$ cat src/rtl/multicycle_sequencer_pkg.sv
// Shared CPU definitions: sequencer state encoding, default widths, phase indices.
// Latency: n/a (types and constants only).
// Backpressure: n/a.
package cpu_pkg;

    typedef enum logic [2:0] {
        SEQ_IDLE     = 3'd0,
        SEQ_RUN      = 3'd1,
        SEQ_STOPPING = 3'd2,
        SEQ_STEP     = 3'd3,
        SEQ_HALTED   = 3'd4
    } seq_state_t;

    localparam int DEF_ADDR_W = 16;
    localparam int DEF_NPHASE = 5;
    localparam int DEF_CNT_W  = 16;

    // Phase indices of the classic five-phase instruction (0-based, P1 = PH_FETCH)
    localparam int PH_FETCH  = 0;
    localparam int PH_DECODE = 1;
    localparam int PH_EXEC   = 2;
    localparam int PH_MEM    = 3;
    localparam int PH_WB     = 4;

    // States in which the phase ring is allowed to advance
    function automatic logic seq_is_active(seq_state_t s);
        return (s == SEQ_RUN) || (s == SEQ_STOPPING) || (s == SEQ_STEP);
    endfunction

endpackage

$ cat src/rtl/multicycle_sequencer_if.sv
// Control/status bundle between the phase sequencer and the datapath/decode logic.
// Latency: n/a (wires only).
// Backpressure: mem_ready from memory stalls the sequencer in its memory phase.
interface multicycle_sequencer_if #(
    parameter int ADDR_W = 16,
    parameter int NPHASE = 5,
    parameter int CNT_W  = 16
);
    // Commands and feedback into the sequencer
    logic              exec;
    logic              step;
    logic              halt_req;
    logic              mem_req;
    logic              mem_ready;
    logic              branch_taken;
    logic [ADDR_W-1:0] branch_target;

    // Sequencer status out to the datapath
    logic [NPHASE-1:0] phase;
    logic [ADDR_W-1:0] pc;
    logic              ir_load;
    logic              active;
    logic              halted;
    logic              mem_timeout;
    logic              instr_done;
    logic [CNT_W-1:0]  retired;

    // Datapath/control side
    modport master (
        output exec, step, halt_req, mem_req, mem_ready, branch_taken, branch_target,
        input  phase, pc, ir_load, active, halted, mem_timeout, instr_done, retired
    );

    // Sequencer side
    modport slave (
        input  exec, step, halt_req, mem_req, mem_ready, branch_taken, branch_target,
        output phase, pc, ir_load, active, halted, mem_timeout, instr_done, retired
    );

endinterface

$ cat src/rtl/multicycle_sequencer_phase_ring.sv
// One-hot phase rotator: P1 -> P2 -> ... -> PN -> P1, with hold and force-to-P1.
// Latency: one phase step per enabled cycle.
// Backpressure: enable low holds the current phase (memory stall / idle).
module phase_ring #(
    parameter int N = 5
) (
    input  logic         clock,
    input  logic         reset,
    input  logic         enable,
    input  logic         clear,
    output logic [N-1:0] phase
);

    // Rotate left on enable; clear (timeout) and reset both return to P1
    always_ff @(posedge clock) begin
        if (reset || clear) begin
            phase <= N'(1);
        end else if (enable) begin
            phase <= {phase[N-2:0], phase[N-1]};
        end
    end

endmodule

$ cat src/rtl/multicycle_sequencer.sv
// Phase sequencer and PC unit: run/stop/single-step control, memory stalls, sticky halt.
// Latency: NPHASE cycles per instruction plus one per memory wait-state cycle.
// Backpressure: mem_req & ~mem_ready holds the memory phase; WAIT_MAX stalls forces HALTED.
module multicycle_sequencer
    import cpu_pkg::*;
#(
    parameter int          ADDR_W     = DEF_ADDR_W,
    parameter int          NPHASE     = DEF_NPHASE,
    parameter int          MEM_PHASE  = PH_MEM,
    parameter int          HALT_PHASE = PH_EXEC,
    parameter int unsigned RESET_PC   = 0,
    parameter int          WAIT_MAX   = 15,
    parameter int          CNT_W      = DEF_CNT_W
) (
    input  logic                   clock,
    input  logic                   reset,
    multicycle_sequencer_if.slave  bus
);

    localparam int              WAIT_W     = $clog2(WAIT_MAX + 1);
    // Counter value seen during the WAIT_MAX-th consecutive stall cycle
    localparam logic [WAIT_W-1:0] WAIT_LIMIT = WAIT_W'(WAIT_MAX - 1);

    seq_state_t        state_q;
    seq_state_t        state_d;
    logic [NPHASE-1:0] phase;
    logic [ADDR_W-1:0] pc_q;
    logic [WAIT_W-1:0] wait_q;
    logic              halt_pend_q;
    logic              timeout_q;
    logic              done_q;
    logic [CNT_W-1:0]  retired_q;

    logic active;
    logic stall;
    logic timeout_hit;
    logic advance;
    logic last_done;
    logic halt_sample;
    logic halt_now;

    assign active      = seq_is_active(state_q);
    assign stall       = active & phase[MEM_PHASE] & bus.mem_req & ~bus.mem_ready;
    assign timeout_hit = stall & (wait_q == WAIT_LIMIT);
    assign advance     = active & ~stall;
    assign last_done   = advance & phase[NPHASE-1];
    assign halt_sample = active & phase[HALT_PHASE] & bus.halt_req;
    // A halt seen in the same cycle the instruction ends still counts
    assign halt_now    = halt_pend_q | halt_sample;

    phase_ring #(
        .N (NPHASE)
    ) u_ring (
        .clock  (clock),
        .reset  (reset),
        .enable (advance),
        .clear  (timeout_hit),
        .phase  (phase)
    );

    // State register
    always_ff @(posedge clock) begin
        if (reset) begin
            state_q <= SEQ_IDLE;
        end else begin
            state_q <= state_d;
        end
    end

    // Next-state logic: commands act at instruction boundaries, halt outranks stop/step
    always_comb begin
        state_d = state_q;
        unique case (state_q)
            SEQ_IDLE: begin
                if (bus.exec) begin
                    state_d = SEQ_RUN;
                end else if (bus.step) begin
                    state_d = SEQ_STEP;
                end
            end
            SEQ_RUN: begin
                if (last_done) begin
                    // A stop arriving on the final phase ends the run right here
                    if (halt_now) begin
                        state_d = SEQ_HALTED;
                    end else if (bus.exec) begin
                        state_d = SEQ_IDLE;
                    end
                end else if (bus.exec) begin
                    state_d = SEQ_STOPPING;
                end
            end
            SEQ_STOPPING, SEQ_STEP: begin
                if (last_done) begin
                    state_d = halt_now ? SEQ_HALTED : SEQ_IDLE;
                end
            end
            SEQ_HALTED: begin
                state_d = SEQ_HALTED;
            end
            default: begin
                state_d = SEQ_IDLE;
            end
        endcase
        if (timeout_hit) begin
            state_d = SEQ_HALTED;
        end
    end

    // Halt request is remembered until the instruction that raised it completes
    always_ff @(posedge clock) begin
        if (reset) begin
            halt_pend_q <= 1'b0;
        end else if (last_done || timeout_hit) begin
            halt_pend_q <= 1'b0;
        end else if (halt_sample) begin
            halt_pend_q <= 1'b1;
        end
    end

    // Wait-state counter: counts consecutive stall cycles, clears on any progress
    always_ff @(posedge clock) begin
        if (reset) begin
            wait_q <= '0;
        end else if (stall && !timeout_hit) begin
            wait_q <= wait_q + WAIT_W'(1);
        end else begin
            wait_q <= '0;
        end
    end

    // PC: advance when fetch phase completes, branch target replaces it at the end
    always_ff @(posedge clock) begin
        if (reset) begin
            pc_q <= ADDR_W'(RESET_PC);
        end else if (last_done && bus.branch_taken) begin
            pc_q <= bus.branch_target;
        end else if (advance && phase[0]) begin
            pc_q <= pc_q + ADDR_W'(1);
        end
    end

    // Completion pulse, retired count and sticky timeout flag
    always_ff @(posedge clock) begin
        if (reset) begin
            done_q    <= 1'b0;
            retired_q <= '0;
            timeout_q <= 1'b0;
        end else begin
            done_q <= last_done;
            if (last_done) begin
                retired_q <= retired_q + CNT_W'(1);
            end
            if (timeout_hit) begin
                timeout_q <= 1'b1;
            end
        end
    end

    assign bus.phase       = phase;
    assign bus.pc          = pc_q;
    assign bus.ir_load     = active & phase[0];
    assign bus.active      = active;
    assign bus.halted      = (state_q == SEQ_HALTED);
    assign bus.mem_timeout = timeout_q;
    assign bus.instr_done  = done_q;
    assign bus.retired     = retired_q;

endmodule
$ cat src/flat_wrapper.sv
// flat-port wrapper written by rule: the top's interface ports become plain ports
module multicycle_sequencer_flat import cpu_pkg::*;
#(
    parameter int          ADDR_W     = DEF_ADDR_W,
    parameter int          NPHASE     = DEF_NPHASE,
    parameter int          MEM_PHASE  = PH_MEM,
    parameter int          HALT_PHASE = PH_EXEC,
    parameter int unsigned RESET_PC   = 0,
    parameter int          WAIT_MAX   = 15,
    parameter int          CNT_W      = DEF_CNT_W
)
  (clock, reset, bus_exec, bus_step, bus_halt_req, bus_mem_req, bus_mem_ready, bus_branch_taken, bus_branch_target, bus_phase, bus_pc, bus_ir_load, bus_active, bus_halted, bus_mem_timeout, bus_instr_done, bus_retired);
  multicycle_sequencer_if #(.ADDR_W(ADDR_W), .NPHASE(NPHASE), .CNT_W(CNT_W)) bus_i ();
  input  logic clock;
  input  logic reset;
  input wire logic [$bits(bus_i.exec)-1:0] bus_exec;
  input wire logic [$bits(bus_i.step)-1:0] bus_step;
  input wire logic [$bits(bus_i.halt_req)-1:0] bus_halt_req;
  input wire logic [$bits(bus_i.mem_req)-1:0] bus_mem_req;
  input wire logic [$bits(bus_i.mem_ready)-1:0] bus_mem_ready;
  input wire logic [$bits(bus_i.branch_taken)-1:0] bus_branch_taken;
  input wire logic [$bits(bus_i.branch_target)-1:0] bus_branch_target;
  output wire logic [$bits(bus_i.phase)-1:0] bus_phase;
  output wire logic [$bits(bus_i.pc)-1:0] bus_pc;
  output wire logic [$bits(bus_i.ir_load)-1:0] bus_ir_load;
  output wire logic [$bits(bus_i.active)-1:0] bus_active;
  output wire logic [$bits(bus_i.halted)-1:0] bus_halted;
  output wire logic [$bits(bus_i.mem_timeout)-1:0] bus_mem_timeout;
  output wire logic [$bits(bus_i.instr_done)-1:0] bus_instr_done;
  output wire logic [$bits(bus_i.retired)-1:0] bus_retired;
  assign bus_i.exec = bus_exec;
  assign bus_i.step = bus_step;
  assign bus_i.halt_req = bus_halt_req;
  assign bus_i.mem_req = bus_mem_req;
  assign bus_i.mem_ready = bus_mem_ready;
  assign bus_i.branch_taken = bus_branch_taken;
  assign bus_i.branch_target = bus_branch_target;
  assign bus_phase = bus_i.phase;
  assign bus_pc = bus_i.pc;
  assign bus_ir_load = bus_i.ir_load;
  assign bus_active = bus_i.active;
  assign bus_halted = bus_i.halted;
  assign bus_mem_timeout = bus_i.mem_timeout;
  assign bus_instr_done = bus_i.instr_done;
  assign bus_retired = bus_i.retired;
  multicycle_sequencer #(.ADDR_W(ADDR_W), .NPHASE(NPHASE), .MEM_PHASE(MEM_PHASE), .HALT_PHASE(HALT_PHASE), .RESET_PC(RESET_PC), .WAIT_MAX(WAIT_MAX), .CNT_W(CNT_W)) u_core (.clock(clock), .reset(reset), .bus(bus_i));
endmodule
$ cat config.mk
export PLATFORM = sky130hd
export DESIGN_NAME = multicycle_sequencer_flat
export DESIGN_NICKNAME = d
export VERILOG_FILES = /design/src/rtl/multicycle_sequencer_pkg.sv /design/src/rtl/multicycle_sequencer_if.sv /design/src/rtl/multicycle_sequencer_phase_ring.sv /design/src/rtl/multicycle_sequencer.sv /design/src/flat_wrapper.sv
export SDC_FILE = /design/constraint.sdc
export NUM_CORES = 1
export LEC_CHECK = 0
export ABC_AREA = 1
export CORE_MARGIN = 5
export CORE_UTILIZATION = 50
export DETAILED_ROUTE_END_ITERATION = 8
export GPL_TIMING_DRIVEN = 0
export PLACE_DENSITY = 0.82
export SETUP_SLACK_MARGIN = 0.2
export SYNTH_ARGS = -nofsm -noshare
export SYNTH_HDL_FRONTEND = slang
export SYNTH_HIERARCHICAL = 1
export SYNTH_SLANG_ARGS = --single-unit
$ cat constraint.sdc
create_clock -name clock -period 2 [get_ports clock]
set_clock_uncertainty 0.1 [all_clocks]
set_input_delay 0.4 -clock clock [delete_from_list [all_inputs] [get_ports clock]]
set_output_delay 0.4 -clock clock [all_outputs]
set_load 0.1 [all_outputs]
* Yosys cells after proc, flatten, opt, wreduce, memory -nomap -nowiden
Index checks and enable logic that the tools add are counted.
** Word-level totals
- Bits of input ports :: 24
- Output and inout bits :: 42
- Register bits :: 47
- Logic and storage cells :: 66
** Operators by class
- Bitwise operators :: 13
- Multiplexer cells :: 12
- Reduce and logical (&&, ||, !) cells :: 16
- Add/sub/neg operators :: 3
- Equal/unequal tests :: 13
** Operator list (count)
- adder 16 x 1 -> 16 bit (second input constant) :: 2
- 2-to-1 mux 16 bit :: 2
- 2-to-1 mux 3 bit :: 9
- one-hot mux 3 bit (4 select lines) :: 1
- bitwise AND 1 bit :: 9
- inequality test 4 x 2 -> 1 bit (second input constant) :: 2
- AND reduction 4 bit :: 2
- OR reduction 2 bit :: 4
- == test 3 x 2 -> 1 bit (second input constant) :: 2
- inequality test 3 x 2 -> 1 bit (second input constant) :: 2
- adder 4 x 1 -> 4 bit (second input constant) :: 1
- == test 4 bit (second input constant) :: 1
- logical OR 1 bit :: 4
- inequality test 4 x 3 -> 1 bit (second input constant) :: 1
- == test 3 x 1 -> 1 bit (second input constant) :: 1
- == test 3 bit (second input constant) :: 1
- logical AND 1 bit :: 3
- zero test 3 bit :: 1
- inequality test 3 x 1 -> 1 bit (second input constant) :: 1
- inequality test 3 bit (second input constant) :: 1
- NOT 1 bit :: 3
- inequality test 2 x 1 -> 1 bit (second input constant) :: 1
- nonzero test 2 bit :: 1
- zero test 1 bit :: 1
- bitwise OR 1 bit :: 1

* Logic depth before layout (Yosys ltp)
Gate-level depths: netlist of the first run.
- Depth in word-level cells :: 12
- Mapped depth :: 12

* Cells and area by module
The synthesis of the first run kept the hierarchy.
** Modules (own cells, without submodules)
- multicycle_sequencer :: instances 1, cells an instance 398, area each 2601.2 um^2
- phase_ring :: instances 1, cells an instance 31, area each 224.0 um^2

* Least setup slack after synthesis of the first run
OpenSTA, ideal clock, no wires.
- Path kind :: reg-to-output
- Start :: reg u_core.u_ring.phase[0]
- End :: out bus_ir_load
- Setup slack :: -1.014 ns
- Stages on the path, launching flop included :: 3
- Arrival :: 2.514 ns
- Cells stage by stage :: dfxtp_1 inv_1 nor2_1
** On the way
- Longest elaborated chain between the ends :: 1
** Ends and longest elaborated chain
- from (decl) :: RTL line multicycle_sequencer_phase_ring.sv:11 : output logic [N-1:0] phase
- from (signal assigned) :: RTL line multicycle_sequencer_phase_ring.sv:19 : phase <= {phase[N-2:0], phase[N-1]};
- bitwise AND 1 bit :: RTL line multicycle_sequencer.sv:162 : assign bus.ir_load = active & phase[0];
- to (decl) :: RTL line flat_wrapper.sv:25 : output wire logic [$bits(bus_i.ir_load)-1:0] bus_ir_load;
No other way between the ends.

* Worst setup path after layout of the first run
- Start :: reg u_core.state_q[1]
- End :: out bus_ir_load
** On the way
- Longest elaborated chain between the ends :: 4
- Elaborated cells on any way between the ends :: 6
** Ends and longest elaborated chain
- from (decl) :: RTL line multicycle_sequencer.sv:24 : seq_state_t state_q;
- from (signal assigned) :: RTL line multicycle_sequencer.sv:66 : state_q <= state_d;
- == test 3 x 1 -> 1 bit or == test 3 x 2 -> 1 bit (tied branches) :: RTL line multicycle_sequencer_pkg.sv:27 : return (s == SEQ_RUN) || (s == SEQ_STOPPING) || (s == SEQ_STEP);
- logical OR 1 bit :: RTL line multicycle_sequencer_pkg.sv:27
- logical OR 1 bit (*) :: RTL line multicycle_sequencer_pkg.sv:27
- bitwise AND 1 bit (*) :: RTL line multicycle_sequencer.sv:162
Every way passes the cells marked *; elsewhere a longest branch is shown, timed or not.

==> flow_metrics.py, run 1 <==
metrics = {
    "global_routing": {
        "antenna_found_initial": 0,
        "grt_max_degree": 15,
        "grt.overflow.total": 0,
        "grt_pass1_wl_um": 12700,
        "track_usage_pct": 20.9,
        "grt_pass1_vias": 2944,
    },
    "placed_design": {
        "port_buffers": 65,
        "dp_hpwl_um": 5580,
        "pre_cts_ws_ns": -0.332,
        "gp_congestion": 0.902,
    },
    "drt": {
        "firstDrtPassIters": 5,
        "ant_nets": 0,
        "drt_first_iter_violations": 153,
        "routed_via_density": 5.22,
        "drc": 0,
        "wl_per_cell_um": 13.1,
        "route.vias.total": 3051,
        "wl_um": 7620,
    },
    "floorplanning": {
        "die_h_um": 85.2,
        "die_x_um": 85.2,
        "dieArea_sq_um": 7250,
        "initial_core_util_pct": 51.3,
        "num_io_pins": 66,
        "std_cell_rows": 27,
        "fp.coreArea_sq_um": 5510,
    },
    "sta": {
        "worst_slew_pin_slew_ns": 0.727,
        "setup_viol": 0,
        "setup_tns_ns": 0,
        "timing_hold_violations_final": 0,
        "rsz0062_at_grt": "true",
        "min_period_ns": 1.79,
        "final_max_slew_viol_count": 0,
        "fmax_ghz": 0.558,
        "finalCritPeriodShare_pct": 89.6,
        "finalWorstSetupSlack_ns": 0.208,
        "max_slew_margin_pct": 51.5,
    },
    "synth": {
        "synth_xor_xnor_area_share_pct": 3.10,
        "avgSynthCellArea_sq_um": 6.59,
        "async_reset_ff_share_pct": 0,
        "synth_cells": 429,
        "synth_area_leader_cell": "dfxtp_1",
        "synth_fp_nets": 457,
        "synthAdderAreaFrac_pct": 1.77,
        "yosys.area_share.simple_pct": 43.8,
        "ys_seq_area_share_pct": 33.3,
        "ys.flop_type": "dfxtp_1",
        "yosysWarnings": 6,
        "yosys-top-cells-area": "dfxtp_1 (33%), nand2_1 (16%), nor2_1 (7.8%)",
        "synth_edf_count": 0,
        "synth_top_area_share_pct": 33.3,
        "synth_top_family_by_area": "simple AND/OR/NAND/NOR gates",
        "synthMuxAreaShare_pct": 0,
        "synth_area_sq_um": 2830,
        "yosys_register_bits": 47,
        "ys_types": 36,
        "synth_compound_gate_area_share_pct": 8.33,
    },
    "clock_network": {
        "cts-htree-levels": 2,
        "cts_root_buffer": "clkbuf_8",
        "cts_made_buffers": 5,
        "clock-sinks": 47,
        "cts_tree": "done",
        "cts_hold_buf": 0,
        "clk_path_buf_depth": 2,
        "clk_latency_ns": 0.29,
        "path_clk_slew_ns": 0.08,
    },
    "worst_setup_path": {
        "startpoint_type": "flop",
        "worstPathMaxFanout": 4,
        "path_buf_inv": 2,
        "critical_path.top_delay_family": "buffers and inverters",
        "cp.required_ns": 1.50,
        "endpoint_kind": "primary output",
        "path_class": "flop to primary output",
        "slowest_stage": "dfxtp_1",
        "crit_chain": "inv_1, nand2_4, nand2_8, nor2_4, buf_4",
        "crit_arrival_ns": 1.29,
        "cpPeakStageDelay_ns": 0.34,
    },
    "power": {
        "pwr-share-clk_pct": 14.2,
        "power.share.switching_pct": 51.9,
        "p_comb_share_pct": 59.4,
        "p_int_w": 0.00231,
        "p_leak_nw": 1.60,
        "p_seq_share_pct": 26.4,
        "power_density_nw_per_um2": 1220,
        "net-switching-power_w": 0.00249,
        "max-vdd-ir-drop_v": 0.00108,
    },
    "hold_path": {
        "hp-class": "flop to flop",
    },
    "run_status": {
        "status": "finished, final reports clean",
    },
    "cells_and_area": {
        "final_common_cell": "nand2_1",
        "antennaDiodeCount": 0,
        "nNetsFinal": 539,
        "final_layout_size_suffix_gt1_share_pct": 27.9,
        "syn_to_final_growth_pct": 39.5,
        "fill_cells": 459,
        "final_cell_mix": "nand2_1 (121), nor2_1 (54), inv_1 (49)",
    },
    "flow_run": {
        "cap_viol_max_count": 0,
    },
}
## metrics by stage
stage | util, % | hold WS (ns) | power (W) | cell area (sq um) | std cells
3_3_place_gp | 66.4 | 0.347 | 0.00387 | 3660 | 566
3_5_place_dp | 66.4 | 0.357 | 0.00393 | 3660 | 566
5_1_grt | 71.6 | 0.401 | 0.00505 | 3940 | 584
6_report | 71.6 | 0.370 | 0.00480 | 3940 | 584
2_1_floorplan | - | 0.330 | 0.00334 | 2920 | 429
4_1_cts | 69.4 | 0.371 | 0.00460 | 3820 | 575
## cell families (layout without fill, tap and decap cells)
logic type | Yosys count | in the layout
XOR/XNOR | 10 | 10
adder cells (fa/ha/maj) | 4 | 4
AND/OR/NAND/NOR | 265 | 265
buffers and inverters | 64 | 147
AO/OA/AOI/OAI | 39 | 39
flip-flops | 47 | 47
## routing by layer
| metal | track usage, % | wire (um) | vias to the layer above |
|---|---|---|---|
| met1 | 24.2 | 3200 | 1422 |
| met5 | 0 | 0 | - |
| met2 | 38.4 | 3890 | 92 |
| met4 | 5.76 | 104 | 0 |
| li1 | - | - | 1527 |
| met3 | 4.66 | 429 | 10 |
## repair_timing
item | CTS | global route
cloned | 0 | 1
resized for setup | 142 | 26
buffers inserted | 1 | 8
pin swaps | 1 | 4
setup endpoints to repair | 55 | 39
## cell type report
cell class | count | area (sq um) | share of cell area, %
buffer | 9 | 90.1 | 2.29
tap | 72 | 90.1 | 2.29
multi-input combinational | 318 | 1670 | 42.3
clock buffer | 7 | 76.3 | 1.94
clock inverter | 1 | 30.0 | 0.762
timing repair buffer | 75 | 774 | 19.7
sequential | 47 | 998 | 25.3
inverter | 55 | 214 | 5.43
## power groups by stage
stage	clock network, W	registers [W]	logic (W)
floorplan	0	0.00202	0.00132
global placement	0	0.00128	0.00259
detailed placement	0	0.00128	0.00264
CTS	0.000704	0.00127	0.00263
global route	0.000737	0.00129	0.00302
finish	0.000680	0.00127	0.00285
## path summary, 6_finish.rpt
| kind | cells after the start | endpoint | slack (ns) | start |
|---|---|---|---|---|
| setup / recovery | 5 | bus_ir_load | 0.21 | u_core/state_q[1] |
| hold / removal | 1 | u_core/bus.retired[3] | 0.37 | u_core/bus.retired[3] |
| setup reg to reg | 11 | u_core/bus.pc[10] | 0.26 | u_core/state_q[1] |
| hold reg to reg | 1 | u_core/bus.retired[3] | 0.37 | u_core/bus.retired[3] |
## sequential cells by signal (all words and copies together) (netlist names)
name	flops
u_core/bus.instr_done	1
u_core/bus.mem_timeout	1
u_core/bus.pc	16
u_core/bus.retired	16
u_core/halt_pend_q	1
u_core/state_q	3
u_core/u_ring/phase	5
u_core/wait_q	4
## worst register-to-register path, cell delays in order (launching register included)
cell and delay, ns:
dfxtp_1 0.34, inv_1 0.09, nand2_4 0.12, nand2_8 0.09, nor2_8 0.15, nand3_4 0.12
buf_4 0.17, clkbuf_16 0.14, nand2_1 0.06, nor2_1 0.04, nor2_1 0.11, a21oi_2 0.07
## cell usage after synthesis (2+ instances only)
cell,n
nor3_1,12
nand3_2,6
a21oi_2,6
nand3b_1,3
clkbuf_1,3
inv_1,49
nor2_4,2
a21oi_1,18
nand4_1,13
dfxtp_1,47
nand2_4,3
buf_6,4
a211oi_1,2
nor2_2,4
ha_1,4
o21ai_0,8
nand2_2,4
inv_2,5
o21ai_1,2
xor2_1,9
nand3_1,30
nor2_1,59
nand2_1,123
Note: power is estimated with default switching activity, not from simulation.
==> run 2, diff against run 1 <==
clock period = 1.68 ns   (was 2 ns; I/O delays follow)
==> flow_metrics.py, run 2 (synthesis gave the netlist of run 1 again) <==
metrics = {
    "power": {
        "p_seq_share_pct": 21.9,
        "pwr-share-clk_pct": 9.9,
        "p_comb_share_pct": 68.2,
        "power.share.switching_pct": 51.9,
        "power_density_nw_per_um2": 1510,
        "p_int_w": 0.00342,
        "p_leak_nw": 2.02,
        "max-vdd-ir-drop_v": 0.00152,
        "net-switching-power_w": 0.00370,
    },
    "drt": {
        "firstDrtPassIters": 5,
        "ant_nets": 0,
        "drc": 0,
        "drt_first_iter_violations": 240,
        "routed_via_density": 5.71,
        "route.vias.total": 3560,
        "wl_um": 11200,
        "wl_per_cell_um": 17.9,
    },
    "global_routing": {
        "grt_pass1_vias": 3197,
        "track_usage_pct": 24.6,
        "grt_max_degree": 16,
        "grt_pass1_wl_um": 14700,
        "grt.overflow.total": 0,
        "antenna_found_initial": 0,
    },
    "sta": {
        "max_slew_margin_pct": 74.8,
        "fmax_ghz": 0.567,
        "final_max_slew_viol_count": 0,
        "setup_tns_ns": -0.269,
        "min_period_ns": 1.76,
        "finalCritPeriodShare_pct": 105,
        "timing_hold_violations_final": 0,
        "setup_viol": 8,
        "worst_slew_pin_slew_ns": 0.376,
        "finalWorstSetupSlack_ns": -0.0835,
        "rsz0062_at_grt": "true",
    },
    "hold_path": {
        "hp-class": "flop to flop",
    },
    "cells_and_area": {
        "fill_cells": 297,
        "syn_to_final_growth_pct": 66.3,
        "nNetsFinal": 578,
        "final_layout_size_suffix_gt1_share_pct": 48.1,
        "final_common_cell": "nand2_1",
        "stdcell_count": 623,
        "final_cell_mix": "nand2_1 (90), buf_4 (59), nor2_1 (43)",
        "antennaDiodeCount": 0,
    },
    "floorplanning": {
        "die_x_um": 85.2,
        "initial_core_util_pct": 51.3,
        "dieArea_sq_um": 7250,
        "num_io_pins": 66,
        "fp.coreArea_sq_um": 5510,
        "die_h_um": 85.2,
        "std_cell_rows": 27,
    },
    "worst_setup_path": {
        "worstPathMaxFanout": 5,
        "endpoint_kind": "flop",
        "critical_path.top_delay_family": "simple AND/OR/NAND/NOR gates",
        "crit_arrival_ns": 1.87,
        "cpPeakStageDelay_ns": 0.35,
        "cp.required_ns": 1.78,
        "path_buf_inv": 4,
        "slowest_stage": "dfxtp_2",
        "path_class": "flop to flop",
        "startpoint_type": "flop",
        "crit_chain": "inv_2, nand2_4, nand2_8, buf_6, buf_6, nor2_4, nand4_1, inv_2, nor2_4, nand2_1, nor2_2",
    },
    "clock_network": {
        "clk_path_buf_depth": 2,
        "cts_made_buffers": 5,
        "path_clk_slew_ns": 0.09,
        "cts-htree-levels": 2,
        "cts_tree": "done",
        "clock-sinks": 47,
        "clk_latency_ns": 0.30,
        "cts_root_buffer": "clkbuf_8",
    },
    "placed_design": {
        "gp_congestion": 0.877,
        "dp_cells": 566,
        "port_buffers": 65,
        "dp_hpwl_um": 5660,
    },
    "flow_run": {
        "cap_viol_max_count": 0,
    },
    "run_status": {
        "status": "finished, violations left",
        "failed_checks": "setup timing",
    },
}
==> run 2: cell count changes in the layout (fill, tap and decap cells not counted), sizes merged <==
cell,before,now
dlymetal6s2s,1,0
clkdlybuf4s15,32,0
clkdlybuf4s50,22,21
bufinv,1,0
dlygate4sd2,0,2
clkdlybuf4s18,3,0
buf,22,95
nand3,37,38
clkbuf,11,9
inv,55,56
clkinv,0,2
==> run 2: per-stage QoR <==
stage | total power, W | utilization, % | instance area (sq um) | hold WS (ns) | setup slack, ns
2_1_floorplan | 0.00413 | - | 3030 | 0.330 | -0.0913
3_3_place_gp | 0.00477 | 68.4 | 3770 | 0.345 | -0.606
3_5_place_dp | 0.00482 | 68.4 | 3770 | 0.357 | -0.628
4_1_cts | 0.00631 | 76.0 | 4190 | 0.381 | 0.0516
5_1_grt | 0.00739 | 85.3 | 4700 | 0.406 | -0.129
6_report | 0.00712 | 85.3 | 4700 | 0.384 | -0.0835
==> run 2: area by class of cell <==
cell class / instances / area (sq um) / share of cell area (%)
sequential: 47 / 1030 / 21.9
tap: 72 / 90.1 / 1.92
buffer: 9 / 110 / 2.34
clock inverter: 3 / 18.8 / 0.399
multi-input combinational: 319 / 2040 / 43.3
inverter: 55 / 234 / 4.98
timing repair buffer: 113 / 1110 / 23.7
clock buffer: 5 / 68.8 / 1.46
==> run 2: path summary, 6_finish.rpt <==
check	from	end	slack, ns	cells after the start
worst max-delay path	u_core/state_q[0]	u_core/u_ring/phase[2]	-0.08	11
worst min-delay path	u_core/wait_q[0]	u_core/wait_q[0]	0.38	1
worst max register to register	u_core/state_q[0]	u_core/u_ring/phase[2]	-0.08	11
worst min register to register	u_core/wait_q[0]	u_core/wait_q[0]	0.38	1
==> run 2: repair_timing <==
action,in CTS,in global routing
buffers inserted,24,20
cloned,4,1
endpoints found under the setup margin,80,50
pin swaps,25,24
hold buffers,0,0
gates resized for setup,308,97
endpoints found under the hold margin,0,0
==> run 2: per-layer routing <==
layer,global-route usage [%],vias up,routed length [um]
met5,0,-,0
met4,11.8,0,520
met3,4.47,54,892
met2,43.4,218,5710
met1,28.4,1676,4060
li1,-,1612,-
==> run 2: power by group through the flow <==
stage	clock network [W]	logic [W]	registers [W]
6_report	0.000707	0.00485	0.00156
5_1_grt	0.000760	0.00505	0.00159
4_1_cts	0.000707	0.00406	0.00154
3_5_place_dp	0	0.00327	0.00155
3_3_place_gp	0	0.00322	0.00155
2_1_floorplan	0	0.00169	0.00243
==> run 3, diff against run 2 <==
CTS_CLUSTER_DIAMETER = 150   (was not set)
==> results of run 3 <==
Same layout as run 2: the final DEF is identical, and so are final timing and power.
